[src/rtl/sdram_write_fifo_pkg.sv]
// sdram_write_fifo_pkg: shared widths and types for the SDRAM write buffer
package sdram_write_fifo_pkg;
  localparam int SDRAM_FIFO_WIDTH = 36;
  localparam int SDRAM_ADDR_WIDTH = 22;
  localparam int SDRAM_ADDR_STEP = 2;
  typedef logic [SDRAM_ADDR_WIDTH-1:0] addr_t;
  typedef logic [SDRAM_FIFO_WIDTH-1:0] entry_t;
endpackage

[src/rtl/sdram_fifo_mem.sv]
// sdram_fifo_mem: simple dual-port RAM with registered read-enable output
module sdram_fifo_mem
  import sdram_write_fifo_pkg::*;
#(
  parameter int DEPTH_BITS = 4
) (
  input  logic                  clk,
  input  logic                  rst,
  input  logic                  we,
  input  logic [DEPTH_BITS-1:0] waddr,
  input  entry_t                wdata,
  input  logic                  re,
  input  logic [DEPTH_BITS-1:0] raddr,
  output entry_t                rdata
);
  entry_t mem [2**DEPTH_BITS];
  // write port, no reset so the array maps onto block RAM
  always_ff @(posedge clk)
    if (we) mem[waddr] <= wdata;
  // registered read; output register clears on reset and holds between pops
  always_ff @(posedge clk)
    if (rst) rdata <= '0;
    else if (re) rdata <= mem[raddr];
endmodule

[src/rtl/sdram_write_fifo.sv]
// sdram_write_fifo: contiguous-run write buffer feeding the SDRAM write sequencer
module sdram_write_fifo
  import sdram_write_fifo_pkg::*;
#(
  parameter int DEPTH_BITS = 4
) (
  input  logic                  clk,
  input  logic                  rst,
  input  logic                  in_stb,
  input  logic [21:0]           in_address,
  input  logic [31:0]           in_data,
  input  logic [3:0]            in_sel,
  output logic                  in_ready,
  output logic [21:0]           app_address,
  output logic [35:0]           fifo_data,
  input  logic                  fifo_read,
  output logic                  fifo_empty,
  output logic                  fifo_full,
  output logic [DEPTH_BITS:0]   fifo_count
);
  localparam logic [DEPTH_BITS:0] full_count = 1 << DEPTH_BITS;
  logic [DEPTH_BITS:0] wr_ptr, rd_ptr, count;
  addr_t head_address, next_address;
  logic wr, rd;
  assign fifo_count = count;
  assign fifo_empty = count == '0;
  assign fifo_full = count == full_count;
  assign app_address = head_address;
  assign in_ready = ~fifo_full & (fifo_empty | in_address == next_address);
  assign wr = in_stb & in_ready;
  assign rd = fifo_read & ~fifo_empty;
  sdram_fifo_mem #(.DEPTH_BITS(DEPTH_BITS)) u_mem (
    .clk   (clk),
    .rst   (rst),
    .we    (wr),
    .waddr (wr_ptr[DEPTH_BITS-1:0]),
    .wdata ({~in_sel, in_data}),
    .re    (rd),
    .raddr (rd_ptr[DEPTH_BITS-1:0]),
    .rdata (fifo_data)
  );
  // pointers, occupancy and the run's head/next addresses
  always_ff @(posedge clk)
    if (rst) begin
      wr_ptr <= '0;
      rd_ptr <= '0;
      count <= '0;
      head_address <= '0;
      next_address <= '0;
    end else begin
      if (wr) wr_ptr <= wr_ptr + 1'b1;
      if (wr) next_address <= in_address + addr_t'(SDRAM_ADDR_STEP);
      if (wr & fifo_empty) head_address <= in_address;
      if (rd) rd_ptr <= rd_ptr + 1'b1;
      if (rd) head_address <= head_address + addr_t'(SDRAM_ADDR_STEP);
      if (wr != rd) count <= wr ? count + 1'b1 : count - 1'b1;
    end
endmodule

[config.mk]
export PLATFORM = sky130hd
export DESIGN_NAME = sdram_write_fifo
export DESIGN_NICKNAME = d
export VERILOG_FILES = /design/src/rtl/sdram_write_fifo_pkg.sv /design/src/rtl/sdram_fifo_mem.sv /design/src/rtl/sdram_write_fifo.sv
export SDC_FILE = /design/constraint.sdc
export NUM_CORES = 1
export LEC_CHECK = 0
export CAP_MARGIN = 20
export CORE_MARGIN = 1.5
export CORE_UTILIZATION = 60
export DETAILED_ROUTE_END_ITERATION = 10
export PLACE_DENSITY_LB_ADDON = 0.15
export SLEW_MARGIN = 15
export SYNTH_ARGS = -nofsm -noshare
export SYNTH_HDL_FRONTEND = slang
export SYNTH_SLANG_ARGS = --single-unit
[constraint.sdc]
create_clock -name clk -period 17.45 [get_ports clk]
set_input_delay 4.3625 -clock clk [delete_from_list [all_inputs] [get_ports clk]]
set_output_delay 4.3625 -clock clk [all_outputs]
set_load 0.005 [all_outputs]
==> Word-level counts from Yosys, hierarchy flattened <==
Memories as Yosys holds them, arrays and structs flattened. A register that Yosys moved wholly into a read port is not among the register bits.
Index checks and enable logic that the tools add are counted.
Widths: inputs -> output; s select.
{ "totals": {"register_bits": 59, "mem_bits_rw": 576, "input_bits": 62, "output_inout_bits": 66, "elab_cells": 30, "memories": 1} }
{ "classes": {"addsub": 6, "eq_ne": 3, "mux": 5, "bitwise_logic": 8, "reduce_logical": 2} }
{ "memory_table": {"columns": ["name", "words", "word_bits", "rd", "rd_ports_with_merged_regs", "write_ports", "line_no", "rtl"], "rows": [
  ["u_mem.mem", 16, 36, 1, 1, 1, "sdram_fifo_mem.sv:16", "entry_t mem [2**DEPTH_BITS];"]
]} }
{ "op_table": {"columns": ["cell", "n"], "rows": [
  ["$add 22x2->22 const B", 2],
  ["$mux 22", 2],
  ["$eq 22x22->1", 1],
  ["$add 5x1->5 const B", 3],
  ["$eq 5x5->1 const B", 1],
  ["$logic_not 5->1", 1],
  ["$mux 5", 1],
  ["$sub 5x1->5 const B", 1],
  ["$and 1x1->1", 4],
  ["$not 4->4", 1],
  ["$mux 1", 2],
  ["$not 1->1", 2],
  ["$reduce_bool 2->1", 1],
  ["$ne 1x1->1", 1],
  ["$or 1x1->1", 1]
]} }

==> Logic depth before layout (Yosys ltp) <==
{ "logic_depth": {"word_depth": 7, "depth_mapped": 15, "depth_no_buf": 12} }

==> Modules after synthesis <==
Synthesis repeated with hierarchy kept, for this count alone.
{ "unflattened": {"cells_unflattened": 1779, "area_unflattened_um2": 26854.5} }
{ "by_module_without_submodules": {"columns": ["mod", "instances", "cells_per_inst", "area_each_um2", "seq_area_each_um2"], "rows": [
  ["sdram_fifo_mem", 1, 1363, 23364.9, 18017.3],
  ["sdram_write_fifo", 1, 416, 3489.6, 1141.1]
]} }

==> Least setup slack after synthesis <==
No wires, ideal clock.
{ "synth_timing": {"kind": "input-to-output", "start": "in in_address[7]", "end": "out in_ready", "arrival_ps": 5186, "required_time_ps": 13087, "setup_slack_ps": 7901, "cell_stages": 5, "n_path_buf": 1, "path_cell_list": "buf_2 > xor2_1 > nor4_1 > nand3_1 > o22ai_1"} }
{ "synth_between": {"elab_chain_len": 3} }
{ "synth_rtl": {"columns": ["element", "line_no", "rtl"], "rows": [
  ["from (decl)", "sdram_write_fifo.sv:10", "input logic [21:0] in_address,"],
  ["$eq 22x22->1", "sdram_write_fifo.sv:29", "assign in_ready = ~fifo_full & (fifo_empty | in_address == next_address);"],
  ["$or 1x1->1", "sdram_write_fifo.sv:29", null],
  ["$and 1x1->1", "sdram_write_fifo.sv:29", null],
  ["to (decl)", "sdram_write_fifo.sv:13", "output logic in_ready,"]
]} }
No other way between the ends.

==> Worst setup path in the final report <==
{ "layout_timing": {"start": "in in_address[1]", "end": "out in_ready"} }
Same word-level chain as after synthesis.

==> results.json <==
{
  "cts-resized-gates": 0,
  "worst_slack_ps": 6623,
  "synth_seq_cells": 669,
  "cts_max_level": 3,
  "worst_pin_slew_ps": 1100,
  "vias": 13600,
  "clock_sinks": 669,
  "drive_gt1_share_pct": 22.11,
  "synth-main-ff-cell": "edfxtp_1",
  "syn_nets": 1460,
  "multi_input_area_um2": 6827,
  "synth_fa_ha_area_share_pct": 0.5525,
  "critPathMaxFanout": 7,
  "core_um2": 43170,
  "synth.distinct_cells": 54,
  "synth-edff-count": 576,
  "grt_pass1_wl_um": 86600,
  "port_buffers": 127,
  "p_sw_mw": 1.107,
  "wl_per_cell_um": 26.37,
  "cts.clk_slew.worst_paths_ps": 60,
  "cts_buffers": 67,
  "drtIter0Drc": 1409,
  "die_y_um": 212.3,
  "pre_cts_slack_ps": 6639,
  "synth.largest_area_cell": "edfxtp_1",
  "synth_area_leaders": "edfxtp_1 (66%), mux4_2 (15%), dfxtp_1 (7.1%)",
  "die-area_um2": 45050,
  "setup_viol": 0,
  "synth_warnings": 0,
  "wl_um": 57180,
  "internal_power_mw": 3.162,
  "hold_viol_final": 0,
  "post_dp_cell_area_um2": 28230,
  "syn_to_final_growth_pct": 16.09,
  "gp_congestion": 0.9022,
  "crit_type": "in -> out",
  "final_core_util_pct": 70.64,
  "nNetsFinal": 1602,
  "rsz0062_at_grt": "false",
  "start_util_pct": 60.85,
  "vias_per_cell": 6.273,
  "fp.dieW_um": 212.3,
  "pin_count": 128,
  "synth_area_um2": 26270,
  "slew_headroom_pct": 26.45,
  "globalRouteTotalUtil_pct": 26.58,
  "ant_nets": 0,
  "cts_tree": "done",
  "antenna_found_initial": 3,
  "leakagePower_nw": 9.551,
  "first_pass_iters": 5,
  "clock_path_buffers": 3,
  "fin_crit_sh_pct": 62.04,
  "hp-class": "reg -> reg",
  "seq_area_frac_synth_pct": 72.92,
  "placementRows": 76,
  "maxCapViolations": 0,
  "grt_overflow_total": 0,
  "vdd_drop_max_mv": 0.09378,
  "antenna_cells": 0,
  "fin_tns_setup_ps": 0,
  "synthArstFlopShare_pct": 0,
  "p_sw_share_pct": 25.93,
  "regArea_um2": 19170,
  "pwr-share-comb_pct": 20.8,
  "synth_area_per_cell_um2": 18.94,
  "finish.instance_area_um2": 30500,
  "synthXorXnorAreaFrac_pct": 1.534,
  "hold_buffers": 0,
  "drc_errors": 0,
  "clk_latency_ps": 600,
  "period_minus_slack_ps": 10830,
  "yosys.area_share.simple_pct": 4.539,
  "seqPwrFrac_pct": 45.0,
  "synth_top_area_share_pct": 65.84,
  "cp-end-kind": "primary output",
  "synth_top_family_by_area": "multiplexers",
  "clock.fmax_mhz": 92.37,
  "grt_pass1_vias": 13950,
  "syn_inst": 1387,
  "status": "complete, no violations",
  "synthMuxAreaShare_pct": 15.70,
  "grt_max_degree": 72,
  "post_cts_buffers": 0,
  "required_ps": 13090,
  "p_per_area_nw_per_um2": 140.0,
  "start_kind": "input pin",
  "fill_cells": 2729,
  "dpl.hpwl_um": 32030,
  "clock-root-buffer": "clkbuf_16",
  "slew_violations": 0,
  "finClkSkew_ps": 25.38,
  "cp.arrival_ps": 6460,
  "synth_compound_area_share_pct": 3.177,
  "power_frac_clock_pct": 34.1
}
-- worst max-delay path, stage by stage --
cell and delay, ps:
clkdlybuf4s50_1 570, xor2_1 220, nor4_1 450, nand3_1 140, o22ai_1 180, clkdlybuf4s50_1 530
-- final cells by class --
cell class / count / share of cell area [%]
clock inverters: 29 / 1.054
multi-input cells: 626 / 22.38
well taps: 585 / 2.400
inverters: 13 / 0.1600
repair buffers: 152 / 4.775
flip-flops and latches: 669 / 62.86
clock buffers: 94 / 6.367
-- synthesized netlist by cell type (all sizes together) (10+ instances only) --
library cell / instances
mux4: 180
inv: 13
buf: 39
dfxtp: 93
a211oi: 24
edfxtp: 576
nand3: 21
nor4: 10
nor2: 63
ha: 10
and3: 12
xor2: 40
nand2: 109
nor3: 15
clkbuf: 40
o21ai: 12
a21oi: 64
-- registers in the layout, summed over array words and instances, names as in the netlist --
signal / count
u_mem.mem: 576
fifo_count: 5
u_mem.rdata: 36
rd_ptr: 4
next_address: 22
app_address: 22
wr_ptr: 4
-- cell usage in the layout (no fill, tap or decap), types with 4 or more instances in the layout --
| cell | netlist | routed |
|---|---|---|
| mux2_1 | 4 | 4 |
| xnor2_1 | 6 | 6 |
| nand2_1 | 108 | 108 |
| bufinv_16 | 0 | 6 |
| and3_1 | 12 | 12 |
| clkdlybuf4s50_1 | 0 | 126 |
| buf_4 | 1 | 26 |
| edfxtp_1 | 576 | 576 |
| ha_1 | 10 | 10 |
| nor3_1 | 12 | 10 |
| nand4_1 | 5 | 5 |
| and4_1 | 7 | 7 |
| clkinv_1 | 0 | 9 |
| nor2_1 | 61 | 49 |
| clkbuf_16 | 0 | 70 |
| clkbuf_8 | 0 | 10 |
| nor2_4 | 1 | 13 |
| a211oi_1 | 11 | 11 |
| a31oi_1 | 6 | 6 |
| a21oi_1 | 64 | 64 |
| nor2b_1 | 7 | 6 |
| a211oi_2 | 13 | 13 |
| clkbuf_1 | 40 | 14 |
| o21ai_0 | 11 | 11 |
| dfxtp_1 | 93 | 89 |
| xor2_1 | 40 | 40 |
| nor4_1 | 10 | 10 |
| clkinv_2 | 0 | 10 |
| inv_1 | 12 | 12 |
| nand3_1 | 21 | 21 |
| mux4_2 | 180 | 180 |
-- cells by family (layout without fill, tap and decap cells) --
| group | Yosys count | after routing |
|---|---|---|
| adder cells (fa/ha/maj) | 11 | 11 |
| AND/OR/NAND/NOR | 258 | 258 |
| flip-flops | 669 | 669 |
| AO/OA/AOI/OAI | 125 | 125 |
| multiplexers | 186 | 186 |
| XOR/XNOR | 46 | 46 |
| buffers and inverters | 92 | 288 |
-- per-layer routing --
layer	GRT usage, %	up-vias	share of wire, %
met2	42.50	533	49
met5	0	-	0.040
li1	-	5858	-
met1	37.69	7085	41
met3	5.244	119	6.9
met4	8.217	4	2.8
-- power by group through the flow --
stage	logic, mW	registers [mW]	clock network, mW
after detailed placement	0.899	1.96	0
after global routing	0.962	1.93	1.54
after floorplan	0.638	1.91	0
final	0.890	1.92	1.46
after global placement	0.887	1.95	0
after CTS	0.905	1.92	1.48
-- worst paths after layout --
kind	start	endpoint	slack (ps)	cells after the start
max reg2reg	fifo_count[0]$_SDFFE_PP0P_	u_mem.mem[3][25]$_DFFE_PP_	12300	7
min reg2reg	u_mem.rdata[28]$_SDFFE_PP0P_	u_mem.rdata[28]$_SDFFE_PP0P_	450	2
min	u_mem.rdata[28]$_SDFFE_PP0P_	u_mem.rdata[28]$_SDFFE_PP0P_	450	2
max	in_address[1]	in_ready	6620	6
-- through the flow --
| stage | hold WS, ps | instances | power (mW) |
|---|---|---|---|
| after floorplan | 443.6 | 1387 | 2.552 |
| after global placement | 443.8 | 2045 | 2.839 |
| after detailed placement | 447.1 | 2045 | 2.855 |
| after CTS | 455.1 | 2168 | 4.304 |
| after global routing | 475.7 | 2168 | 4.434 |
| final | 453.7 | 2168 | 4.269 |
(Power assumes the default switching activity.)
